`config.mk`:
```
export PLATFORM = sky130hd
export DESIGN_NAME = imem_boot_loader
export DESIGN_NICKNAME = d
export VERILOG_FILES = /design/src/rtl/imem_loader_pkg.sv /design/src/rtl/byte_word_packer.sv /design/src/rtl/imem_boot_loader.sv
export SDC_FILE = /design/constraint.sdc
export NUM_CORES = 1
export LEC_CHECK = 0
export BUFFER_PORTS_ARGS = -buffer_cell sky130_fd_sc_hd__clkbuf_2
export CAP_MARGIN = 5
export CORE_MARGIN = 1.5
export CORE_UTILIZATION = 60
export CTS_CLUSTER_SIZE = 16
export DETAILED_ROUTE_END_ITERATION = 8
export GPL_TIMING_DRIVEN = 0
export PLACE_DENSITY = 0.85
export SYNTH_ARGS = -nofsm -noshare
export SYNTH_HDL_FRONTEND = slang
export SYNTH_SLANG_ARGS = --single-unit
```
`constraint.sdc`:
```
create_clock -name i_clk -period 3.66 [get_ports i_clk]
set_input_delay 0.732 -clock i_clk [delete_from_list [all_inputs] [get_ports i_clk]]
set_output_delay 0.732 -clock i_clk [all_outputs]
set_load 0.03 [all_outputs]
```
`src/rtl/imem_loader_pkg.sv`:
```
// Shared types for the instruction-memory boot loader: FSM states, frame constants,
// and the per-state decode of the registered control outputs.
package imem_loader_pkg;
  localparam int LEN_W          = 16;
  localparam int BYTES_PER_WORD = 4;

  typedef enum logic [2:0] {
    LEN_LO, LEN_HI, DATA, WRITE, CHECK, DONE, ERROR
  } state_e;

  typedef struct packed {
    logic rx_ready;
    logic im_we;
    logic cpu_hold;
    logic done;
    logic error;
  } ctl_t;

  function automatic ctl_t state_ctl(input state_e s);
    ctl_t c;
    c.rx_ready = (s == LEN_LO) || (s == LEN_HI) || (s == DATA) || (s == CHECK);
    c.im_we    = (s == WRITE);
    c.cpu_hold = (s != DONE);
    c.done     = (s == DONE);
    c.error    = (s == ERROR);
    return c;
  endfunction
endpackage

```
`src/rtl/byte_word_packer.sv`:
```
// Little-endian byte-to-word assembler: each byte shifts in at the top, so after
// four bytes the first one sits in [7:0]. word_ready flags the accept of the last byte.
module byte_word_packer
  import imem_loader_pkg::*;
(
  input  logic                        i_clk,
  input  logic                        i_reset,
  input  logic                        i_clear,
  input  logic                        i_byte_en,
  input  logic [7:0]                  i_byte,
  output logic [8*BYTES_PER_WORD-1:0] o_word,
  output logic                        o_word_ready
);
  logic [1:0]                  r_lane;
  logic [8*BYTES_PER_WORD-1:0] r_word;

  always_ff @(posedge i_clk) begin
    if (i_reset || i_clear) begin
      r_lane <= '0;
      r_word <= '0;
    end else if (i_byte_en) begin
      r_lane <= r_lane + 2'd1;
      r_word <= {i_byte, r_word[8*BYTES_PER_WORD-1:8]};
    end
  end

  assign o_word       = r_word;
  assign o_word_ready = i_byte_en && (r_lane == 2'(BYTES_PER_WORD - 1));
endmodule

```
`src/rtl/imem_boot_loader.sv`:
```
// Length-prefixed byte-stream loader for the instruction memory; holds the core until done.
// Optional trailing checksum byte enabled by defining IMEM_LOADER_CHECKSUM_EN.
module imem_boot_loader
  import imem_loader_pkg::*;
#(
  parameter int          DEPTH_WORDS = 1024,
  parameter logic [31:0] BASE_ADDR   = 32'h0
) (
  input  logic        i_clk,
  input  logic        i_reset,
  input  logic        i_start,
  input  logic [7:0]  i_rx_data,
  input  logic        i_rx_valid,
  output logic        o_rx_ready,
  output logic        o_im_we,
  output logic [31:0] o_im_addr,
  output logic [31:0] o_im_wdata,
  output logic        o_cpu_hold,
  output logic        o_done,
  output logic        o_error
);
  localparam int IDX_W = $clog2(DEPTH_WORDS) + 1;
`ifdef IMEM_LOADER_CHECKSUM_EN
  localparam state_e FINISH = CHECK;
`else
  localparam state_e FINISH = DONE;
`endif

  state_e           r_state, w_state_nxt;
  ctl_t             r_ctl;
  logic [LEN_W-1:0] r_len;
  logic [IDX_W-1:0] r_idx;
  logic [31:0]      r_addr;
`ifdef IMEM_LOADER_CHECKSUM_EN
  logic [7:0]       r_csum;
`endif

  logic             w_accept, w_pack_en, w_word_ready, w_rearm, w_last_word;
  logic [LEN_W-1:0] w_len_hdr;
  logic [LEN_W:0]   w_idx_nxt;

  assign w_accept    = i_rx_valid && r_ctl.rx_ready;
  assign w_pack_en   = w_accept && (r_state == DATA);
  assign w_rearm     = i_start && ((r_state == DONE) || (r_state == ERROR));
  assign w_len_hdr   = {i_rx_data, r_len[7:0]};
  assign w_idx_nxt   = (LEN_W+1)'(r_idx) + (LEN_W+1)'(1);
  assign w_last_word = (w_idx_nxt == {1'b0, r_len});

  byte_word_packer u_packer (
    .i_clk       (i_clk),
    .i_reset     (i_reset),
    .i_clear     (w_rearm),
    .i_byte_en   (w_pack_en),
    .i_byte      (i_rx_data),
    .o_word      (o_im_wdata),
    .o_word_ready(w_word_ready)
  );

  always_comb begin
    w_state_nxt = r_state;
    case (r_state)
      LEN_LO: if (w_accept) w_state_nxt = LEN_HI;
      LEN_HI: if (w_accept) begin
        if (w_len_hdr == '0)                                        w_state_nxt = FINISH;
        else if ((LEN_W+1)'(w_len_hdr) > (LEN_W+1)'(DEPTH_WORDS))   w_state_nxt = ERROR;
        else                                                        w_state_nxt = DATA;
      end
      DATA:   if (w_word_ready) w_state_nxt = WRITE;
      WRITE:  w_state_nxt = w_last_word ? FINISH : DATA;
`ifdef IMEM_LOADER_CHECKSUM_EN
      CHECK:  if (w_accept) w_state_nxt = (i_rx_data == r_csum) ? DONE : ERROR;
`endif
      DONE, ERROR: if (i_start) w_state_nxt = LEN_LO;
      default: w_state_nxt = r_state;
    endcase
  end

  // Outputs are registered from the next state so they line up with r_state.
  always_ff @(posedge i_clk) begin
    if (i_reset) begin
      r_state <= LEN_LO;
      r_ctl   <= state_ctl(LEN_LO);
      r_len   <= '0;
      r_idx   <= '0;
      r_addr  <= BASE_ADDR;
`ifdef IMEM_LOADER_CHECKSUM_EN
      r_csum  <= '0;
`endif
    end else begin
      r_state <= w_state_nxt;
      r_ctl   <= state_ctl(w_state_nxt);
      if (r_state == LEN_LO && w_accept) r_len[7:0] <= i_rx_data;
      if (r_state == LEN_HI && w_accept) r_len      <= w_len_hdr;
      if (r_state == WRITE) begin
        r_idx  <= r_idx + 1'b1;
        r_addr <= r_addr + 32'd4;
      end
`ifdef IMEM_LOADER_CHECKSUM_EN
      if (w_pack_en) r_csum <= r_csum + i_rx_data;
`endif
      if (w_rearm) begin
        r_len  <= '0;
        r_idx  <= '0;
        r_addr <= BASE_ADDR;
`ifdef IMEM_LOADER_CHECKSUM_EN
        r_csum <= '0;
`endif
      end
    end
  end

  assign o_rx_ready = r_ctl.rx_ready;
  assign o_im_we    = r_ctl.im_we;
  assign o_im_addr  = r_addr;
  assign o_cpu_hold = r_ctl.cpu_hold;
  assign o_done     = r_ctl.done;
  assign o_error    = r_ctl.error;
endmodule

```
==> metrics.log <==
[metrics] number of non-filler instances in the completed layout: 726
[metrics] Residual DRC: 0
[metrics] cts-stage hold buffer count: 0
[metrics] buffer and inverter count on the worst path: 1
[metrics] area overhead of the layout relative to synthesis: 16.00%
[metrics] final instance area: 0.005107 mm^2
[metrics] core area: about 0.0072 mm^2
[metrics] Antenna Cells: 0
[metrics] final hold slack: 0.4710 ns
[metrics] gr ovfl total: 0
[metrics] capturing element type of the critical path: register
[metrics] Slowest cell on crit path: dfxtp_1
[metrics] vias in the first global route: approximately 3700
[metrics] number of buffers added for setup after CTS: 0
[metrics] achievable frequency: 432.1 MHz
[metrics] worst slew pin tran: roughly 0.72 ns
[metrics] layout cell share with drive strength beyond 1: 0.1754
[metrics] Routed WL per cell: 14.06 um
[metrics] result of the run: complete, no violations
[metrics] number of inserted filler cells in the final layout: 574
[metrics] final clock period utilization by the worst path: 0.6323
[metrics] aggregate global-route resource usage: 0.2645
[metrics] weighted congestion reported at the end of routability-driven placement: 0.8476
[metrics] area fraction of the dominant cell type after synthesis: 0.4501
[metrics] Post-Route Utilization: 0.7118
[metrics] top cells by area in the synthesized netlist: dfxtp_1 (45%), nand2_1 (8.5%), a21oi_1 (6.3%)
[metrics] die outline area: 0.007861 mm^2
[metrics] Hold Crit Class: reg2reg
[metrics] Gate Count Post-Synth: 533
[metrics] number of pins exceeding their max-slew limit in the final report: 0
[metrics] type of the worst setup path: reg2reg
[metrics] origin of the worst setup path: r_idx[0]
[metrics] TritonCTS clock tree: built
[metrics] launching point of the worst reg2reg path: r_idx[0]
[metrics] most common library cell in the layout ignoring fill and taps: nand2_1
[metrics] first-pass GRT wire length: 16430 um
[metrics] violation count after the first detailed-routing iteration: 201
[metrics] final-report setup violation count: 0
[metrics] CTS root buf: clkbuf_8
[metrics] synthesized area: roughly 0.0044 mm^2
[metrics] most frequent cells in the layout: nand2_1 (100), dfxtp_1 (99), clkbuf_2 (77)
[metrics] number of I/O pins: 81
[metrics] average vias per placed instance: 5.612
[metrics] via count of the routed design: 4074
[metrics] final HPWL from detailed placement: 7512 um
[metrics] net count reported at finish: 637
[metrics] total length of routed wires: 10210 um
[metrics] P per Cell Area: 408.5 mW/mm^2
[metrics] Port Buf Inserts: 77
[metrics] async set-reset flop share out of synthesis: 0
[metrics] TritonCTS Sinks: 99
[metrics] final setup slack of the worst path: around 1.3 ns
[metrics] htree depth: 3
[metrics] PostCTS Resize Cnt: 0
[metrics] end of the worst register-to-register path: o_cpu_hold
[metrics] Initial DRT Pass Iterations: 5
[metrics] worst endpoint data arrival time: 2.58 ns
[metrics] number of antenna-violating nets in the routed design: 0
[metrics] leakage power: 1.956 nW
[metrics] Final Critical Period: roughly 2.3 ns
[metrics] number of cells on the worst reg-to-reg path: 8
[metrics] Post-Place Cells: 710
[metrics] total CTS buffers: 9
[metrics] top fanout value on the critical path: 6
[metrics] number of antenna violations at the first check in global routing: 0
[metrics] crit-path cells: ha_1 -> and3_2 -> clkbuf_1 -> a41o_1 -> a32o_1 -> o21ai_1 -> or3_4 -> a21o_1
[metrics] main flop type after synthesis: dfxtp_1
[metrics] library cells used by synthesis: 55
[metrics] Crit. path cell count: 8
[metrics] reg-to-reg setup timing slack: between 1 and 1.5 ns
[metrics] sequential fraction of the synthesis area: 0.4501
[metrics] largest clock skew in the final design: 0.01582 ns
[metrics] synthesized area per cell: approximately 8.3 um^2
[metrics] max_cap viols: 0
[metrics] initial core utilization: 0.6136
[metrics] number of synthesized register bits: 99
[metrics] CTS clock-pin slew for the worst setup and hold paths: 0.11 ns
[metrics] Slew headroom: 0.5160
[metrics] clock insertion delay at the later pin of the skew report: 0.37 ns
[metrics] total number of yosys warnings: 0
[metrics] sum of negative setup slack: 0 ns
[metrics] RSZ-0062 raised after global routing: false
[metrics] post-placement setup slack: 1.086 ns
[metrics] number of synthesized flops with an enable pin: 0
[metrics] Max stage delay on crit path: between 0.4 and 0.5 ns
[metrics] Die X: 88.67 um
[metrics] endpoint of the most critical setup path: o_cpu_hold
[metrics] pin count of the biggest net entering global routing: 20
[metrics] WP data required: 3.92 ns
[metrics] library cell occupying the most area in the post-synthesis netlist: dfxtp_1
[metrics] clock tree buffer depth: 2
[metrics] Die Span Y: slightly below 90 um
[metrics] Final Hold Violating Endpoints: 0
[metrics] post-layout power: 2.086 mW
[metrics] Worst Setup Start Kind: register
[metrics] placed instance area: 0.004916 mm^2
[metrics] family of cells with the greatest summed delay on the critical path: simple AND/OR/NAND/NOR gates
[metrics] IR drop worst, VDD: 0.0002504 V
[metrics] Row Count: 31
-- synthesized netlist by cell type (all sizes together), types with 2 or more instances --
library cell	instances
and3b	2
or4	2
inv	4
dfxtp	99
o21ai	18
mux2i	8
and4b	2
a31o	2
nor2b	2
a21oi	55
and2	2
clkbuf	27
nor3	11
and4	7
or2	2
nand3	18
a31oi	2
nor2	52
or3	8
nand2	100
and3	5
ha	3
nor4b	3
nor4	8
xnor2	18
nand4	14
nor3b	2
xor2	27
buf	7
nand2b	5
a21o	2
-- worst min path at each step --
stage                        startpoint                  end  cells after the start
detailed placement   u_packer.o_word[4]   u_packer.o_word[4]                      2
CTS                  u_packer.o_word[4]   u_packer.o_word[4]                      2
global route        u_packer.o_word[24]  u_packer.o_word[16]                      2
floorplan            u_packer.r_lane[1]   u_packer.r_lane[1]                      2
global placement     u_packer.o_word[3]   u_packer.o_word[3]                      2
finish               u_packer.o_word[6]   u_packer.o_word[6]                      2
-- logic make-up (layout without fill, tap and decap cells) --
group                    after synthesis  after routing  share of synthesized area
AO/OA/AOI/OAI                         89             89                     0.1128
XOR/XNOR                              46             46                    0.09463
adder cells (fa/ha/maj)                4              4                    0.01080
buffers and inverters                 38            131                    0.03751
flip-flops                            99             99                     0.4501
multiplexers                           8              8                    0.01819
other                                  1              2                  0.0008517
AND/OR/NAND/NOR                      248            248                     0.2751
-- sequential cells by signal (all words and copies together) (netlist names) --
name             count
r_len               16
o_im_addr           30
o_done               1
o_rx_ready           1
u_packer.r_lane      2
r_state              3
u_packer.o_word     32
o_cpu_hold           1
r_idx               11
o_error              1
o_im_we              1
-- power breakdown --
| part | internal [mW] | leakage, nW | total (mW) | switching [mW] |
|---|---|---|---|---|
| Clock | 0.265 | 0.0993 | 0.678 | 0.413 |
| Sequential | 1.11 | 0.800 | 1.14 | 0.0271 |
| Combinational | 0.100 | 1.06 | 0.273 | 0.172 |
-- worst reg2reg max path, delay by kind of cell, from the launching register on --
family                     cells  cell delay, ns
DFF                            1            0.47
and+or+nand+nor                2            0.63
AOI/OAI and AO/OA              4            0.59
buffers and inverters          1            0.25
adders and majority gates      1            0.28
-- layer usage --
layer  wire length, um  track usage
met4               161       0.1108
met1              4578       0.3378
met3               501      0.04104
met5                 0            0
met2              4968       0.4456
-- final cells by class --
type / instances / area [um^2] / area share
Tap cell: 99 / 123.9 / 0.02425
Clock inverter: 7 / 67.56 / 0.01323
Multi-Input combinational cell: 397 / 2260 / 0.4424
Buffer: 34 / 150.1 / 0.02940
Clock buffer: 9 / 123.9 / 0.02425
Sequential cell: 99 / 1982 / 0.3880
Inverter: 4 / 15.01 / 0.002940
Timing Repair Buffer: 77 / 385.4 / 0.07545
(Power assumes the default switching activity.)
